File: config.mk
export PLATFORM = sky130hd
export DESIGN_NAME = cnn_window_generator
export DESIGN_NICKNAME = d
export VERILOG_FILES = /design/src/rtl/cnn_window_generator_pkg.sv /design/src/rtl/cnn_line_buffer.sv /design/src/rtl/cnn_window_generator.sv
export SDC_FILE = /design/constraint.sdc
export NUM_CORES = 1
export LEC_CHECK = 0
export ABC_AREA = 0
export BUFFER_PORTS_ARGS = -buffer_cell sky130_fd_sc_hd__buf_2
export CAP_MARGIN = 20
export CORE_ASPECT_RATIO = 1.5
export CORE_MARGIN = 2
export CORE_UTILIZATION = 57
export CTS_BUF_LIST = sky130_fd_sc_hd__clkbuf_4 sky130_fd_sc_hd__clkbuf_8
export CTS_CLUSTER_DIAMETER = 30
export CTS_CLUSTER_SIZE = 28
export DETAILED_ROUTE_END_ITERATION = 10
export GPL_TIMING_DRIVEN = 0
export PLACE_DENSITY = 0.78
export SYNTH_ARGS = -nofsm -noshare
export SYNTH_HDL_FRONTEND = slang
export SYNTH_HIERARCHICAL = 1
export SYNTH_SLANG_ARGS = --single-unit
File: constraint.sdc
create_clock -name clk -period 12.9 [get_ports clk]
set_clock_uncertainty 0.1 [all_clocks]
set_input_delay 1.29 -clock clk [delete_from_list [all_inputs] [get_ports clk]]
set_output_delay 1.29 -clock clk [all_outputs]
set_load 0.03 [all_outputs]
File: src/rtl/cnn_window_generator_pkg.sv
// Shared layer definitions for the CNN window generator and convolution processor:
// default geometry, sample width and window-generator FSM encodings.
package cnn_window_generator_pkg;

  localparam int unsigned CNN_CI     = 1;
  localparam int unsigned CNN_KX     = 3;
  localparam int unsigned CNN_KY     = 3;
  localparam int unsigned CNN_I_F_BW = 8;
  localparam int unsigned CNN_IW     = 28;
  localparam int unsigned CNN_IH     = 28;

  typedef enum logic [1:0] {
    S_FILL = 2'd0,
    S_RUN  = 2'd1,
    S_DONE = 2'd2
  } cnn_win_state_e;

endpackage

File: src/rtl/cnn_line_buffer.sv
// One image-row delay line: DEPTH entries of W bits, advancing only when shift_en is high.
module cnn_line_buffer #(
  parameter int unsigned DEPTH = 28,
  parameter int unsigned W     = 8
) (
  input  logic         clk,
  input  logic         shift_en,
  input  logic [W-1:0] din,
  output logic [W-1:0] dout
);

  logic [W-1:0] mem [DEPTH];

  // Contents need no reset: they are refilled before any window uses them.
  always_ff @(posedge clk) begin
    if (shift_en) begin
      mem[0] <= din;
      for (int i = 1; i < int'(DEPTH); i++) begin
        mem[i] <= mem[i-1];
      end
    end
  end

  assign dout = mem[DEPTH-1];

endmodule

File: src/rtl/cnn_window_generator.sv
// Streaming KXxKY sliding-window generator (no padding) built on KY-1 chained line buffers.
// Define CNN_WIN_STRIDE2_EN to emit only windows on an even row/column stride-2 grid.
module cnn_window_generator
  import cnn_window_generator_pkg::*;
#(
  parameter int unsigned CI     = CNN_CI,
  parameter int unsigned KX     = CNN_KX,
  parameter int unsigned KY     = CNN_KY,
  parameter int unsigned I_F_BW = CNN_I_F_BW,
  parameter int unsigned IW     = CNN_IW,
  parameter int unsigned IH     = CNN_IH
) (
  input  logic                       clk,
  input  logic                       soft_rst,
  input  logic                       in_valid,
  input  logic [CI*I_F_BW-1:0]       in_pixel,
  output logic                       in_ready,
  output logic                       data_valid,
  output logic [CI*KX*KY*I_F_BW-1:0] feature_map,
  output logic                       frame_done
);

  localparam int unsigned PW    = CI * I_F_BW;
  localparam int unsigned FW    = CI * KX * KY * I_F_BW;
  localparam int unsigned COL_W = (IW > 1) ? $clog2(IW) : 1;
  localparam int unsigned ROW_W = (IH > 1) ? $clog2(IH) : 1;

  cnn_win_state_e state, state_nxt;

  logic [COL_W-1:0] col;
  logic [ROW_W-1:0] row;
  logic             hs;
  logic             col_last;
  logic             last_pix;
  logic             stride_ok;
  logic             emit;

  logic [PW-1:0] chain   [KY];
  logic [PW-1:0] win     [KY][KX];
  logic [PW-1:0] win_nxt [KY][KX];
  logic [FW-1:0] fm_nxt;

  assign hs       = in_valid && in_ready;
  assign col_last = (col == COL_W'(IW - 1));
  assign last_pix = col_last && (row == ROW_W'(IH - 1));

`ifdef CNN_WIN_STRIDE2_EN
  localparam logic ROW_PAR = 1'((KY - 1) % 2);
  localparam logic COL_PAR = 1'((KX - 1) % 2);
  assign stride_ok = (row[0] == ROW_PAR) && (col[0] == COL_PAR);
`else
  assign stride_ok = 1'b1;
`endif

  assign emit = hs && (row >= ROW_W'(KY - 1)) && (col >= COL_W'(KX - 1)) && stride_ok;

  // chain[d] carries the sample d rows above the incoming pixel, same column.
  assign chain[0] = in_pixel;

  for (genvar d = 0; d < int'(KY) - 1; d++) begin : g_lb
    cnn_line_buffer #(
      .DEPTH (IW),
      .W     (PW)
    ) u_lb (
      .clk      (clk),
      .shift_en (hs),
      .din      (chain[d]),
      .dout     (chain[d+1])
    );
  end

  // Next window: shift left one column, new right column from the line buffers.
  always_comb begin
    for (int ky = 0; ky < int'(KY); ky++) begin
      for (int kx = 0; kx < int'(KX) - 1; kx++) begin
        win_nxt[ky][kx] = win[ky][kx+1];
      end
      win_nxt[ky][KX-1] = chain[int'(KY) - 1 - ky];
    end
  end

  always_comb begin
    fm_nxt = '0;
    for (int ci = 0; ci < int'(CI); ci++) begin
      for (int ky = 0; ky < int'(KY); ky++) begin
        for (int kx = 0; kx < int'(KX); kx++) begin
          fm_nxt[((ci*int'(KY) + ky)*int'(KX) + kx)*int'(I_F_BW) +: I_F_BW] =
            win_nxt[ky][kx][ci*int'(I_F_BW) +: I_F_BW];
        end
      end
    end
  end

  always_ff @(posedge clk) begin
    if (hs) begin
      win <= win_nxt;
    end
  end

  always_ff @(posedge clk) begin
    if (soft_rst) begin
      state <= S_FILL;
    end else begin
      state <= state_nxt;
    end
  end

  always_comb begin
    state_nxt = state;
    unique case (state)
      S_FILL:  if (hs && col_last && (row == ROW_W'(KY - 2))) state_nxt = S_RUN;
      S_RUN:   if (hs && last_pix) state_nxt = S_DONE;
      S_DONE:  state_nxt = S_FILL;
      default: state_nxt = S_FILL;
    endcase
  end

  // Raster position of the next accepted pixel.
  always_ff @(posedge clk) begin
    if (soft_rst || (state == S_DONE)) begin
      col <= '0;
      row <= '0;
    end else if (hs) begin
      if (col_last) begin
        col <= '0;
        row <= (row == ROW_W'(IH - 1)) ? '0 : row + ROW_W'(1);
      end else begin
        col <= col + COL_W'(1);
      end
    end
  end

  always_ff @(posedge clk) begin
    if (soft_rst) begin
      data_valid  <= 1'b0;
      frame_done  <= 1'b0;
      feature_map <= '0;
      in_ready    <= 1'b1;
    end else begin
      data_valid <= emit;
      frame_done <= hs && last_pix;
      in_ready   <= (state_nxt != S_DONE);
      if (emit) begin
        feature_map <= fm_nxt;
      end
    end
  end

endmodule

* Word level (Yosys, flattened, before mapping) *
Memory sizes are Yosys's and may differ from the RTL's.
Cells that the tools add are included.

cells by class
  add/subtract/negate cells = 2
  muxes and demuxes = 7
  equal/unequal tests = 6
  order comparisons = 2
  reduce and logical (&&, ||, !) cells = 10

operator list
  operator               count
  $add A5 B1 Y5 const B  2
  $eq A5 B5 Y1 const B   2
  $ge A5 B2 Y1 const B   2
  $mux W5                2
  $logic_and A1 B1 Y1    7
  $eq A5 B1 Y1 const B   1
  $mux W2                2
  $pmux W2 S2            1
  $eq A2 B1 Y1 const B   1
  $eq A2 B2 Y1 const B   1
  $logic_not A2 Y1       1
  $mux W1                2
  $ne A2 B2 Y1 const B   1
  $reduce_and A2 Y1      1
  $logic_or A1 B1 Y1     1

word-level totals
  memories = 2
  bits in writable memories = 448
  register bits = 135

memory list
  memory            words  width  rd ports  clocked after Yosys merged registers in  write ports  RTL line               source
  g_lb[0].u_lb.mem  28     8      28        0                                        28           cnn_line_buffer.sv:12  logic [W-1:0] mem [DEPTH];
  g_lb[1].u_lb.mem  28     8      28        0                                        28           cnn_line_buffer.sv:12

* Logic depth before layout (Yosys ltp) *
  word-level depth = 6
  mapped depth = 8
  mapped depth without buffers = 6

* Hierarchy *
Netlist, hierarchy kept.

modules (own cells, without submodules)
  module                area an instance (sq um)  cells each  times used
  cnn_line_buffer       6786.5                    232         2
  cnn_window_generator  5356.4                    438         1

* Least setup slack after synthesis *
Ideal clock, no wire load.

  kind = input -> register
  start point = input port in_valid
  end point = register col[3]
  stages on the path = 5
  data required time = 12.732 ns
  setup slack = 0.539 ns
  data arrival time = 12.193 ns
  setup time = 0.068 ns
  cell sequence = nand2_1 -> inv_1 -> nand4_1 -> xor2_1 -> nor2_1

on the way
  cells in the longest elaborated chain, start to end = 1

ends and longest elaborated chain
  what                    RTL line                     source
  start: declaration      cnn_window_generator.sv:15   input logic in_valid,
  $logic_and A1 B1 Y1     cnn_window_generator.sv:43   assign hs = in_valid && in_ready;
  named net hs            cnn_window_generator.sv:32   logic hs;
  end signal: assignment  cnn_window_generator.sv:128  col <= col + COL_W'(1);
  end: declaration        cnn_window_generator.sv:30   logic [COL_W-1:0] col;

The timed path passes the listed nets, and every way through them passes these cells.
A chain may end at the register's enable or synchronous reset.

==> impl_metrics.csv <==
group,metric,value,unit
power_and_ir_drop,total_power,0.00370,W
power_and_ir_drop,cellPowerDensity,171,nW/um^2
critical_path,worst-endpoint-arrival,3.21,ns
sta,period_share,0.239,
job,drv_cap,0,
sta,relSlewSlack,0.526,
logic_synthesis,yosys_warnings,6,
sta,fin_crit,3.08,ns
logic_synthesis,synthTopCellsByArea,"edfxtp_1 (79%), dfxtp_1 (9.2%), nand2b_1 (4.8%), mux2i_1 (3.9%), buf_4 (0.63%)",
grt,antenna_found_initial,1,
sta,worst_slew_pin_slew,0.711,ns
logic_synthesis,yosysSeqAreaShare,0.879,
placed_design,gp_congestion,0.749,
logic_synthesis,synth_top_area_share,0.787,
critical_path,critical_path.max_stage_delay,0.57,ns
die,die_w,153,um
sta,rsz0062_at_grt,"false",
clocking,postCtsSetupBuffers,0,
die,ios,86,
critical_path,r2r-end,"g_lb[1].u_lb/mem[5][1]",
clocking,numCtsBuffers,73,
clocking,cts_resized,0,
routing,vias,7948,
logic_synthesis,synth_most_common_cell,"edfxtp_1",
critical_path,crit_chain,"buf_2 -> nand2_1 -> inv_8 -> buf_16 -> buf_16",
critical_path,r2r-start,"in_ready",
routing,routedWlPerCell,17.7,um
routing,drc,0,
critical_path,crit_fanout,155,
clocking,hold_buffers,0,
finish,final_cells,1541,
die,start_util,0.580,
die,die_h,227,um
logic_synthesis,syn_area,18900,sq um
clocking,htreeDepth,3,
routing,drtIter0Drc,621,
worst_hold_path,min_from,"g_lb[0].u_lb/mem[11][1]",
die,fp-row-count,81,
worst_hold_path,holdPathEnd,"g_lb[0].u_lb/mem[11][9]",
clocking,clock_latency,0.61,ns
critical_path,cp.depth,5,
logic_synthesis,synthCells,902,
sta,setup_ws,9.82,ns
finish,multi_input_area,2000,sq um
critical_path,worstSetupPathType,"in -> reg",
power_and_ir_drop,leakage,7.43,nW
critical_path,worstSetupEndpointType,"flop",
die,core,32600,sq um
clocking,cts_sinks,583,
grt,grt.overflow.total,0,
critical_path,crit_path_frequent_cell,"buf_16",
clocking,clockBufferDepth,3,
sta,clock.fmax,0.324,GHz
placed_design,port_buffers,85,
logic_synthesis,synth_edf_count,496,
worst_hold_path,min_path_cells,0,
clocking,clkTransAtPathRegs,0.08,ns
logic_synthesis,synth_cell_types,35,
grt,grt_start_max_net_pins,156,
critical_path,slowest_stage,"buf_16",
finish,fill_cells,2004,
critical_path,reg2reg_setup_slack,10.24,ns
routing,drt-total-wl,27300,um
grt,grt_pass1_vias,8136,
logic_synthesis,ys_async_sr_fraction,0,
power_and_ir_drop,peakVddDrop,125,uV
worst_hold_path,hold_class,"reg -> reg",
critical_path,critPathTopFamily,"buffers and inverters",
status,status,"finished, final reports clean",
grt,grt_first_pass_wirelength,42600,um
sta,hold_viol_final,0,
finish,post-route-util,0.664,
finish,drive_gt1_frac,0.218,
die,die_area,34700,sq um
logic_synthesis,synth_nets,918,
critical_path,critPathLaunchType,"input port",
critical_path,crit_required,13.03,ns
critical_path,r2r_cells,4,
logic_synthesis,synth_seq_cells,583,
finish,seq_area,16600,sq um
routing,ant_nets,0,
placed_design,hpwl,15200,um
logic_synthesis,synthFlopType,"edfxtp_1",
finish,syn_to_final_growth,14.5,%
routing,via_per_inst,5.16,
placed_design,post-place-ws,9.21,ns
sta,tns,0,ns
logic_synthesis,synthTopCellsByCount,"edfxtp_1 (496), nand2b_1 (145), dfxtp_1 (87)",
grt,grt_usage,0.159,
finish,fin_nets,1081,
logic_synthesis,synth_top_area_cell,"edfxtp_1",
clocking,tritoncts,"done",
sta,final_max_slew_viol_count,0,
sta,setup_viol,0,
clocking,root_buffer,"clkbuf_8",
placed_design,post-place-cells,1405,
routing,first_pass_iters,5,
logic_synthesis,syn_avg_cell_area,21.0,sq um
critical_path,crit_buf_inv,4,
cells by family (layout without fill, tap and decap cells):
kind of cell	Yosys count	after routing	share of synthesized area
compound gates	13	13	0.00450
xor+xnor	3	3	0.00139
fa+ha+maj	5	5	0.00330
buf+inv	47	270	0.0154
flops	583	583	0.879
mux	73	73	0.0386
other cells	0	1	0
simple gates	178	178	0.0580
layout by cell type (no fill, tap or decap), drive strengths merged, types with 9 or more instances in the layout:
master,instances
bufinv,9
clkinvlp,9
clkbuf,98
nand2b,145
edfxtp,496
inv,21
mux2i,73
dfxtp,87
buf,113
clkinv,20
layer usage:
| metal | part of all wire | track usage | vias up |
|---|---|---|---|
| met5 | 0 | 0 | - |
| met4 | 0.025 | 0.0642 | 0 |
| met3 | 0.063 | 0.0426 | 57 |
| met2 | 0.49 | 0.257 | 249 |
| met1 | 0.43 | 0.209 | 3948 |
| li1 | - | - | 3694 |
sequential cells by signal, indices dropped and copies added (netlist names):
| register | count |
|---|---|
| col | 5 |
| data_valid | 1 |
| feature_map | 72 |
| fm_nxt | 48 |
| frame_done | 1 |
| g_lb.u_lb/mem | 448 |
| in_ready | 1 |
| row | 5 |
| state | 2 |
through the flow:
stage / cell area, sq um / hold slack (ns)
final: 21700 / 0.309
after global routing: 21700 / 0.316
after CTS: 21700 / 0.307
after detailed placement: 20000 / 0.305
after global placement: 19900 / 0.305
after floorplan: 18900 / 0.294
where the power goes:
part           internal [W]  switching [W]   total, W  leakage (nW)
Combinational     0.0000171      0.0000457  0.0000629          1.21
Clock              0.000790       0.000701    0.00149         0.851
Sequential          0.00213      0.0000216    0.00215          5.36
Total               0.00293       0.000769    0.00370          7.43
worst max-delay path by stage:
stage | from | end | slack, ns
2_1_floorplan | in_valid | col[3] | 0.54
3_3_place_gp | in_valid | col[3] | -2.40
3_5_place_dp | in_valid | g_lb[0].u_lb/mem[1][8] | 9.21
4_1_cts | in_valid | g_lb[1].u_lb/mem[13][15] | 9.88
5_1_grt | in_valid | g_lb[1].u_lb/mem[12][10] | 9.69
6_report | in_valid | g_lb[1].u_lb/mem[5][1] | 9.82
final cells by class:
cell class,count,area share
clock buffer,82,0.0512
timing repair buffer,88,0.0234
antenna,1,0.000115
tap,415,0.0240
buffer,41,0.0124
clock inverter,53,0.0274
multi-input combinational,272,0.0924
sequential,583,0.768
inverter,6,0.00139
worst reg2reg max path, delay by kind of cell, from the launching register on:
kind                   cells  cell delay (ns)
DFF                        1             0.37
buffers and inverters      3             1.57
and+or+nand+nor            1             0.17
Note: power is estimated with default switching activity, not from simulation.
